$ cat config.mk
export PLATFORM = sky130hd
export DESIGN_NAME = alu_arbiter_flat
export DESIGN_NICKNAME = d
export VERILOG_FILES = /design/src/rtl/alu_arbiter_if.sv /design/src/rtl/alu_arbiter.sv /design/src/flat_wrapper.sv
export SDC_FILE = /design/constraint.sdc
export NUM_CORES = 1
export LEC_CHECK = 0
export CAP_MARGIN = 10
export CORE_MARGIN = 5
export CORE_UTILIZATION = 33
export DETAILED_ROUTE_END_ITERATION = 8
export GPL_TIMING_DRIVEN = 0
export HOLD_SLACK_MARGIN = 0.06
export PLACE_DENSITY = 0.74
export REMOVE_ABC_BUFFERS = 1
export SLEW_MARGIN = 25
export SYNTH_ARGS = -nofsm -noshare
export SYNTH_HDL_FRONTEND = slang
export SYNTH_SLANG_ARGS = --single-unit
$ cat constraint.sdc
create_clock -name clk -period 3.4 [get_ports clk]
set_input_delay 0.51 -clock clk [delete_from_list [all_inputs] [get_ports clk]]
set_output_delay 0.51 -clock clk [all_outputs]
set_load 0.02 [all_outputs]
$ cat src/rtl/alu_arbiter_if.sv
// Request/response bundle between the requesters and the shared ALU arbiter.
// Per-requester fields are packed side by side; requester i sits at [i*W +: W].
interface alu_arbiter_if #(
    parameter int NUM_REQ = 2,
    parameter int W       = 32
);
    logic [NUM_REQ-1:0]   req_valid;
    logic [NUM_REQ-1:0]   req_ready;
    logic [NUM_REQ*W-1:0] req_a;
    logic [NUM_REQ*W-1:0] req_b;
    logic [NUM_REQ*5-1:0] req_shamt;
    logic [NUM_REQ*4-1:0] req_ctrl;

    logic [NUM_REQ-1:0]   rsp_valid;
    logic [NUM_REQ-1:0]   rsp_ready;
    logic [W-1:0]         rsp_result;
    logic                 rsp_zero;

    // requester side
    modport master (
        output req_valid, req_a, req_b, req_shamt, req_ctrl, rsp_ready,
        input  req_ready, rsp_valid, rsp_result, rsp_zero
    );

    // arbiter side
    modport slave (
        input  req_valid, req_a, req_b, req_shamt, req_ctrl, rsp_ready,
        output req_ready, rsp_valid, rsp_result, rsp_zero
    );
endinterface

$ cat src/rtl/alu_arbiter.sv
// Round-robin arbiter sharing one combinational ALU between NUM_REQ requesters.
// One transaction in flight: IDLE (grant) -> EXEC (ALU settles) -> RESP (hold until owner accepts).
// A stalled owner blocks every other requester; that is intended behaviour.
module alu_arbiter #(
    parameter int NUM_REQ = 2,
    parameter int W       = 32
) (
    input  logic          clk,
    input  logic          rst,
    alu_arbiter_if.slave  bus,
    output logic [W-1:0]  alu_a,
    output logic [W-1:0]  alu_b,
    output logic [4:0]    alu_shamt,
    output logic [3:0]    alu_ctrl,
    input  logic [W-1:0]  alu_result,
    input  logic          alu_zero,
    output logic          busy
);

    localparam int IW = (NUM_REQ > 1) ? $clog2(NUM_REQ) : 1;

    typedef enum logic [1:0] {
        IDLE = 2'd0,
        EXEC = 2'd1,
        RESP = 2'd2
    } state_t;

    state_t          state;
    state_t          state_next;
    logic [IW-1:0]   rr_ptr;
    logic [IW-1:0]   owner;
    logic [IW-1:0]   grant;
    logic [IW-1:0]   rr_ptr_next;
    logic            any_valid;
    logic            handshake;

    logic [W-1:0]    req_a_arr     [NUM_REQ];
    logic [W-1:0]    req_b_arr     [NUM_REQ];
    logic [4:0]      req_shamt_arr [NUM_REQ];
    logic [3:0]      req_ctrl_arr  [NUM_REQ];

    // Unpack the flat request buses into per-requester arrays so the grant can index them directly.
    for (genvar i = 0; i < NUM_REQ; i++) begin : g_unpack
        assign req_a_arr[i]     = bus.req_a[i*W +: W];
        assign req_b_arr[i]     = bus.req_b[i*W +: W];
        assign req_shamt_arr[i] = bus.req_shamt[i*5 +: 5];
        assign req_ctrl_arr[i]  = bus.req_ctrl[i*4 +: 4];
    end

    // Round-robin search: first valid requester starting at rr_ptr, wrapping explicitly at NUM_REQ.
    always_comb begin
        int            idx;
        logic [IW-1:0] idx_n;
        any_valid = 1'b0;
        grant     = '0;
        idx       = 0;
        idx_n     = '0;
        for (int k = 0; k < NUM_REQ; k++) begin
            idx = int'(rr_ptr) + k;
            if (idx >= NUM_REQ) begin
                idx = idx - NUM_REQ;
            end
            idx_n = IW'(idx);
            if (!any_valid && bus.req_valid[idx_n]) begin
                any_valid = 1'b1;
                grant     = idx_n;
            end
        end
    end

    // Pointer moves to the requester after the winner; non-power-of-two counts wrap to 0 by hand.
    always_comb begin
        if (grant == IW'(NUM_REQ - 1)) begin
            rr_ptr_next = '0;
        end else begin
            rr_ptr_next = grant + 1'b1;
        end
    end

    assign handshake = (state == IDLE) && any_valid;

    // State register; reset abandons any transaction in flight.
    always_ff @(posedge clk or posedge rst) begin
        if (rst) begin
            state <= IDLE;
        end else begin
            state <= state_next;
        end
    end

    // Next-state logic: a single EXEC cycle, RESP waits only on the owner's ready.
    always_comb begin
        state_next = state;
        case (state)
            IDLE: begin
                if (any_valid) begin
                    state_next = EXEC;
                end
            end
            EXEC: begin
                state_next = RESP;
            end
            RESP: begin
                if (bus.rsp_ready[owner]) begin
                    state_next = IDLE;
                end
            end
            default: begin
                state_next = IDLE;
            end
        endcase
    end

    // Handshake outputs: ready only to the winner in IDLE, response valid only to the owner in RESP.
    always_comb begin
        bus.req_ready = '0;
        bus.rsp_valid = '0;
        busy          = 1'b0;
        case (state)
            IDLE: begin
                if (any_valid && !rst) begin
                    bus.req_ready[grant] = 1'b1;
                end
            end
            EXEC: begin
                busy = 1'b1;
            end
            RESP: begin
                busy                 = 1'b1;
                bus.rsp_valid[owner] = 1'b1;
            end
            default: begin
                busy = 1'b0;
            end
        endcase
    end

    // Capture the granted operands and owner on handshake; ALU inputs stay frozen otherwise.
    always_ff @(posedge clk or posedge rst) begin
        if (rst) begin
            alu_a     <= '0;
            alu_b     <= '0;
            alu_shamt <= '0;
            alu_ctrl  <= 4'b0000;
            owner     <= '0;
            rr_ptr    <= '0;
        end else if (handshake) begin
            alu_a     <= req_a_arr[grant];
            alu_b     <= req_b_arr[grant];
            alu_shamt <= req_shamt_arr[grant];
            alu_ctrl  <= req_ctrl_arr[grant];
            owner     <= grant;
            rr_ptr    <= rr_ptr_next;
        end
    end

    // Register the ALU outputs at the end of EXEC so the response bus is stable through RESP.
    always_ff @(posedge clk or posedge rst) begin
        if (rst) begin
            bus.rsp_result <= '0;
            bus.rsp_zero   <= 1'b0;
        end else if (state == EXEC) begin
            bus.rsp_result <= alu_result;
            bus.rsp_zero   <= alu_zero;
        end
    end

endmodule
$ cat src/flat_wrapper.sv
// flat-port wrapper written by rule: the top's interface ports become plain ports
module alu_arbiter_flat 
#(
    parameter int NUM_REQ = 2,
    parameter int W       = 32
)
  (clk, rst, alu_a, alu_b, alu_shamt, alu_ctrl, alu_result, alu_zero, busy, bus_req_valid, bus_req_a, bus_req_b, bus_req_shamt, bus_req_ctrl, bus_rsp_ready, bus_req_ready, bus_rsp_valid, bus_rsp_result, bus_rsp_zero);
  alu_arbiter_if #(.NUM_REQ(NUM_REQ), .W(W)) bus_i ();
  input  logic clk;
  input  logic rst;
  output logic [W-1:0] alu_a;
  output logic [W-1:0] alu_b;
  output logic [4:0] alu_shamt;
  output logic [3:0] alu_ctrl;
  input  logic [W-1:0] alu_result;
  input  logic alu_zero;
  output logic busy;
  input wire logic [$bits(bus_i.req_valid)-1:0] bus_req_valid;
  input wire logic [$bits(bus_i.req_a)-1:0] bus_req_a;
  input wire logic [$bits(bus_i.req_b)-1:0] bus_req_b;
  input wire logic [$bits(bus_i.req_shamt)-1:0] bus_req_shamt;
  input wire logic [$bits(bus_i.req_ctrl)-1:0] bus_req_ctrl;
  input wire logic [$bits(bus_i.rsp_ready)-1:0] bus_rsp_ready;
  output wire logic [$bits(bus_i.req_ready)-1:0] bus_req_ready;
  output wire logic [$bits(bus_i.rsp_valid)-1:0] bus_rsp_valid;
  output wire logic [$bits(bus_i.rsp_result)-1:0] bus_rsp_result;
  output wire logic [$bits(bus_i.rsp_zero)-1:0] bus_rsp_zero;
  assign bus_i.req_valid = bus_req_valid;
  assign bus_i.req_a = bus_req_a;
  assign bus_i.req_b = bus_req_b;
  assign bus_i.req_shamt = bus_req_shamt;
  assign bus_i.req_ctrl = bus_req_ctrl;
  assign bus_i.rsp_ready = bus_rsp_ready;
  assign bus_req_ready = bus_i.req_ready;
  assign bus_rsp_valid = bus_i.rsp_valid;
  assign bus_rsp_result = bus_i.rsp_result;
  assign bus_rsp_zero = bus_i.rsp_zero;
  alu_arbiter #(.NUM_REQ(NUM_REQ), .W(W)) u_core (.clk(clk), .rst(rst), .bus(bus_i), .alu_a(alu_a), .alu_b(alu_b), .alu_shamt(alu_shamt), .alu_ctrl(alu_ctrl), .alu_result(alu_result), .alu_zero(alu_zero), .busy(busy));
endmodule
# After elaboration in Yosys (flattened, before gate mapping)
# Cells that the tools add are included.
[classes] n_addsub=4 n_lt_le_gt_ge=9 n_eq_ne=4 mux=36 bitwise=1 reduce_logical=10
[op_table] operator="32-bit 2-to-1 mux" n=6
[op_table] operator="1-bit 2-to-1 mux" n=16
[op_table] operator="5-bit 2-to-1 mux" n=3
[op_table] operator="4-bit 2-to-1 mux" n=3
[op_table] operator="2-bit 2-to-1 mux" n=5
[op_table] operator="1-bit by 2-bit less-than comparator with 1-bit output (second input constant)" n=4
[op_table] operator="2-bit one-hot mux with 3 select lines" n=1
[op_table] operator="1-bit logical AND" n=5
[op_table] operator="2-bit greater-or-equal comparator (second input constant)" n=2
[op_table] operator="2-bit by 1-bit inequality test with 1-bit output (second input constant)" n=2
[op_table] operator="1-bit by 1-bit adder with 2-bit output (second input constant)" n=1
[op_table] operator="1-bit demux with 1-bit select" n=2
[op_table] operator="2-bit by 1-bit equality test with 1-bit output (second input constant)" n=1
[op_table] operator="2-bit equality test (second input constant)" n=1
[op_table] operator="1-bit greater-or-equal comparator (second input constant)" n=2
[op_table] operator="1-bit by 2-bit greater-or-equal comparator with 1-bit output (second input constant)" n=1
[op_table] operator="1-bit logical NOT" n=2
[op_table] operator="2-bit logical NOT" n=1
[op_table] operator="1-bit NOT with 2-bit output" n=1
[op_table] operator="2-bit AND reduction" n=1
[op_table] operator="2-bit OR reduction" n=1
[op_table] operator="1-bit subtractor (second input constant)" n=2
[op_table] operator="1-bit adder (second input constant)" n=1
[totals] ff_bits=110 word_cells=73

# Depth between registers and ports, before layout
[depth] word_depth=14 ltp_mapped=7 ltp_nobuf=5

# Worst setup path before layout
# No wires, ideal clock.
[synth_path] path_kind="in2out" startpoint="in rst" endpoint="out bus_req_ready[0]" t_arrival_ns=3.268 t_required_ns=2.890 slack_ns=-0.378 cell_stages=2 n_path_buf=0 path_cell_list="inv_1 and2_1"
[synth_via] elab_chain_cells=4
[synth_lines] item="start, declared" line="flat_wrapper.sv:10" text="input logic rst;"
[synth_lines] item="1-bit logical NOT (no line)"
[synth_lines] item="1-bit logical AND" line="alu_arbiter.sv:121" text="if (any_valid && !rst) begin"
[synth_lines] item="2-bit 2-to-1 mux" line="alu_arbiter.sv:121"
[synth_lines] item="2-bit 2-to-1 mux" line="alu_arbiter.sv:119" text="case (state)"
[synth_lines] item="end, declared" line="flat_wrapper.sv:24" text="output wire logic [$bits(bus_i.req_ready)-1:0] bus_req_ready;"
# Every way passes these cells.

# Final worst setup path
[layout_path] startpoint="reg u_core.state[1]" endpoint="out bus_req_ready[1]"
[layout_via] elab_chain_cells=2
[layout_lines] item="start, declared" line="alu_arbiter.sv:28" text="state_t state;"
[layout_lines] item="start signal, assigned" line="alu_arbiter.sv:87" text="state <= state_next;"
[layout_lines] item="2-bit logical NOT" line="alu_arbiter.sv:119"
[layout_lines] item="2-bit 2-to-1 mux" line="alu_arbiter.sv:119"
# Every way passes these cells.

==> out/qor.txt <==
Hold depth = 1
Worst Path Max Fanout = 13
Reg2reg path depth = 7
Max transition margin = 49.71%
CTS clock-pin slew for the worst setup and hold paths = 0.07 ns
CP Cell Sequence = inv_1, ha_1, nand2_1, a21oi_4, and2_1, clkdlybuf4s50_1
Synth top area share = 58.43%
Vias per cell = 5.007
Stages on worst setup path = 6
Seq cells post-synth = 110
CTS sink cnt = 110
Root buffer cell = clkbuf_16
Worst Tran Pin Value = 0.7544 ns
Die H = 129.5 µm
Final HPWL DP = 12470 µm
Initial Util = 33.81%
GPL Wtd Cong = 0.7976
Delay-heaviest family, CP = buffers and inverters
Buf+Inv Stages, Crit Path = 2
CP max stage cell = clkdlybuf4s50_1
CP max stage delay = 0.60 ns
Post-synth top area cell = dfrtp_1
Hold Path End = u_core.bus.rsp_result[7]$_DFFE_PP0N_
Leakage = 0.003377 µW
Req. time, crit path = 2.89 ns
Port Buf Inserts = 295
Vias = 4076
Unrepaired setup endpoints after global routing = false
Max Freq = 0.3285 GHz
Clock Latency Late Sink = 0.34 ns
Maximum VDD drop = 383.6 µV
First-pass GRT wire length = 24520 µm
DR DRC count = 0
Final worst clock skew = 0.007785 ns
Area contributors post-synth = dfrtp_1, a221o_1, mux2_2
Die W = 129.5 µm
CP endpoint kind = output port
CTS tree = yes
Commonest non-fill, non-tap cells in the layout = clkdlybuf4s50_1, dfrtp_1, a221o_1, and2_0, mux2_2
Iter 0 DRT Violations = 140
Fillcell total = 1121
R2R setup slack = 1.35 ns
Antenna violations before repair = 1
Synth warnings = 0
Routed WL per cell = 19.57 µm
Power Dens Cells = 922.3 nW/µm²
Largest net degree at the start of global routing = 69
Setup repair bufs after CTS = 0
Ant. Diodes = 0
Reg-to-Reg Start = u_core.state[1]$_DFFE_PP0P_
Distinct cells, synth = 20
Critical path class = reg -> out
Hold Crit Start = u_core.bus.rsp_result[7]$_DFFE_PP0N_
Startpoint types = register
Reg2reg end = u_core.alu_a[27]$_DFFE_PP0P_
Routing usage on met2 = 32.13%
Met1 Usage GRT = 21.21%
Layout Utilization = 59.22%
GR Util All Layers = 18.62%
# nets final = 819
Antenna viol nets, final = 0
Class of the worst hold path = reg -> reg
Fraction of layout cells with a size suffix above 1 = 10.09%
Area Overhead vs Synth = 75.17%
Area occupied by multi-input gates = 1764 µm²
Resized Gates After CTS = 0
Setup Viol. Count Final = 0
Register area share after synthesis = 58.43%
Final hold vios = 0
Mapped Avg Cell Area = 13.77 µm²
Final clock period utilization by the worst path = 89.53%
Vias in the first global route = 4637
Total CTS buffers = 9
CTS Hold Bufs = 0
Cell Rows = 43
Fin. max-slew vios = 0
CP arrival = 2.53 ns
# H-tree levels = 3
Final setup TNS = 0 ns
Ports = 296
Synth Instances = 342
Core area = 13930 µm²
Outcome = completed
Routed WL = 15930 µm
Die area = 16770 µm²
Register area = 2753 µm²
Fin crit period = 3.044 ns
Clock buffer depth = 2
GRT met3 Usage = 6.843%
Total congestion overflow = 0
Most Crowded Layer GR = met2
Post-synthesis cell area = 4711 µm²
Most common cell after layout, fill and taps aside = clkdlybuf4s50_1
DR pass1 iterations = 4
Maxcap violations = 0
==> routing by layer <==
layer  wire [µm]  part of all wire (%)
met5          13                 0.082
met4         371                   2.3
met3        1628                    10
met2        7868                    49
met1        6050                    38
==> worst reg2reg max path: stages, from the launching register on <==
cell     delay, ns
dfrtp_1       0.40
inv_1         0.15
ha_1          0.28
nand2_1       0.13
a21oi_4       0.43
buf_8         0.23
buf_16        0.18
a221o_1       0.18
==> registers in the layout, summed over array words and instances, names as in the netlist <==
register	cells
u_core.alu_a	32
u_core.alu_b	32
u_core.alu_ctrl	4
u_core.alu_shamt	5
u_core.bus.rsp_result	32
u_core.bus.rsp_zero	1
u_core.owner	1
u_core.rr_ptr	1
u_core.state	2
==> cell usage after synthesis <==
library cell	n
dfrtp_1	110
a221o_1	73
and2_0	45
mux2_2	35
and2_1	31
buf_4	11
buf_2	7
buf_6	7
ha_1	5
inv_1	4
clkbuf_1	3
a21o_1	2
nand2_1	2
a21oi_1	1
a21oi_2	1
a22oi_1	1
mux2i_1	1
nor2_1	1
nor2b_1	1
o21ai_2	1
==> how the worst max path moves through the flow <==
stage / slack (ns) / from / to
6_report: 0.36 / u_core.state[1]$_DFFE_PP0P_ / bus_req_ready[1]
5_1_grt: 0.19 / u_core.state[1]$_DFFE_PP0P_ / bus_req_ready[1]
4_1_cts: 0.34 / u_core.state[1]$_DFFE_PP0P_ / bus_req_ready[1]
3_5_place_dp: 0.38 / bus_req_valid[1] / bus_req_ready[1]
3_3_place_gp: -3.71 / bus_req_valid[0] / bus_req_ready[0]
2_1_floorplan: -1.04 / u_core.state[0]$_DFFE_PP0P_ / bus_req_ready[0]
==> where the power goes <==
| group | switching [µW] | total [µW] | internal, µW |
|---|---|---|---|
| Combinational | 1960 | 4230 | 2270 |
| Clock | 456 | 1060 | 609 |
| Sequential | 349 | 2310 | 1960 |
==> kinds of logic after synthesis <==
| group | share of synthesized area, % |
|---|---|
| and+or+nand+nor | 10.46 |
| muxes | 8.579 |
| buffers and inverters | 4.728 |
| AOI/OAI and AO/OA | 16.47 |
| adders and majority gates | 1.328 |
| DFF | 58.43 |
==> through the flow <==
stage               area, µm²  total power, µW  instances  setup WS (ns)  hold slack, ns
finish                   8252             7611        814         0.3560          0.5067
global route             8252             8057        814         0.1917          0.5261
CTS                      8252             7711        814         0.3358          0.5108
detailed placement       7950             6595        798         0.3764          0.4953
global placement         7681             6309        789         -3.709          0.4895
floorplan                4503             4429        314         -1.036          0.4723
==> layout make-up <==
| class | count | share of cell area, % |
|---|---|---|
| multi-input combinational | 200 | 21.38 |
| clock inverter | 4 | 0.5459 |
| clock buffer | 12 | 3.108 |
| inverter | 4 | 0.2426 |
| tap | 180 | 2.729 |
| sequential | 110 | 33.36 |
| timing repair buffer | 304 | 38.64 |
No activity file was read; power rests on OpenSTA's default activity.
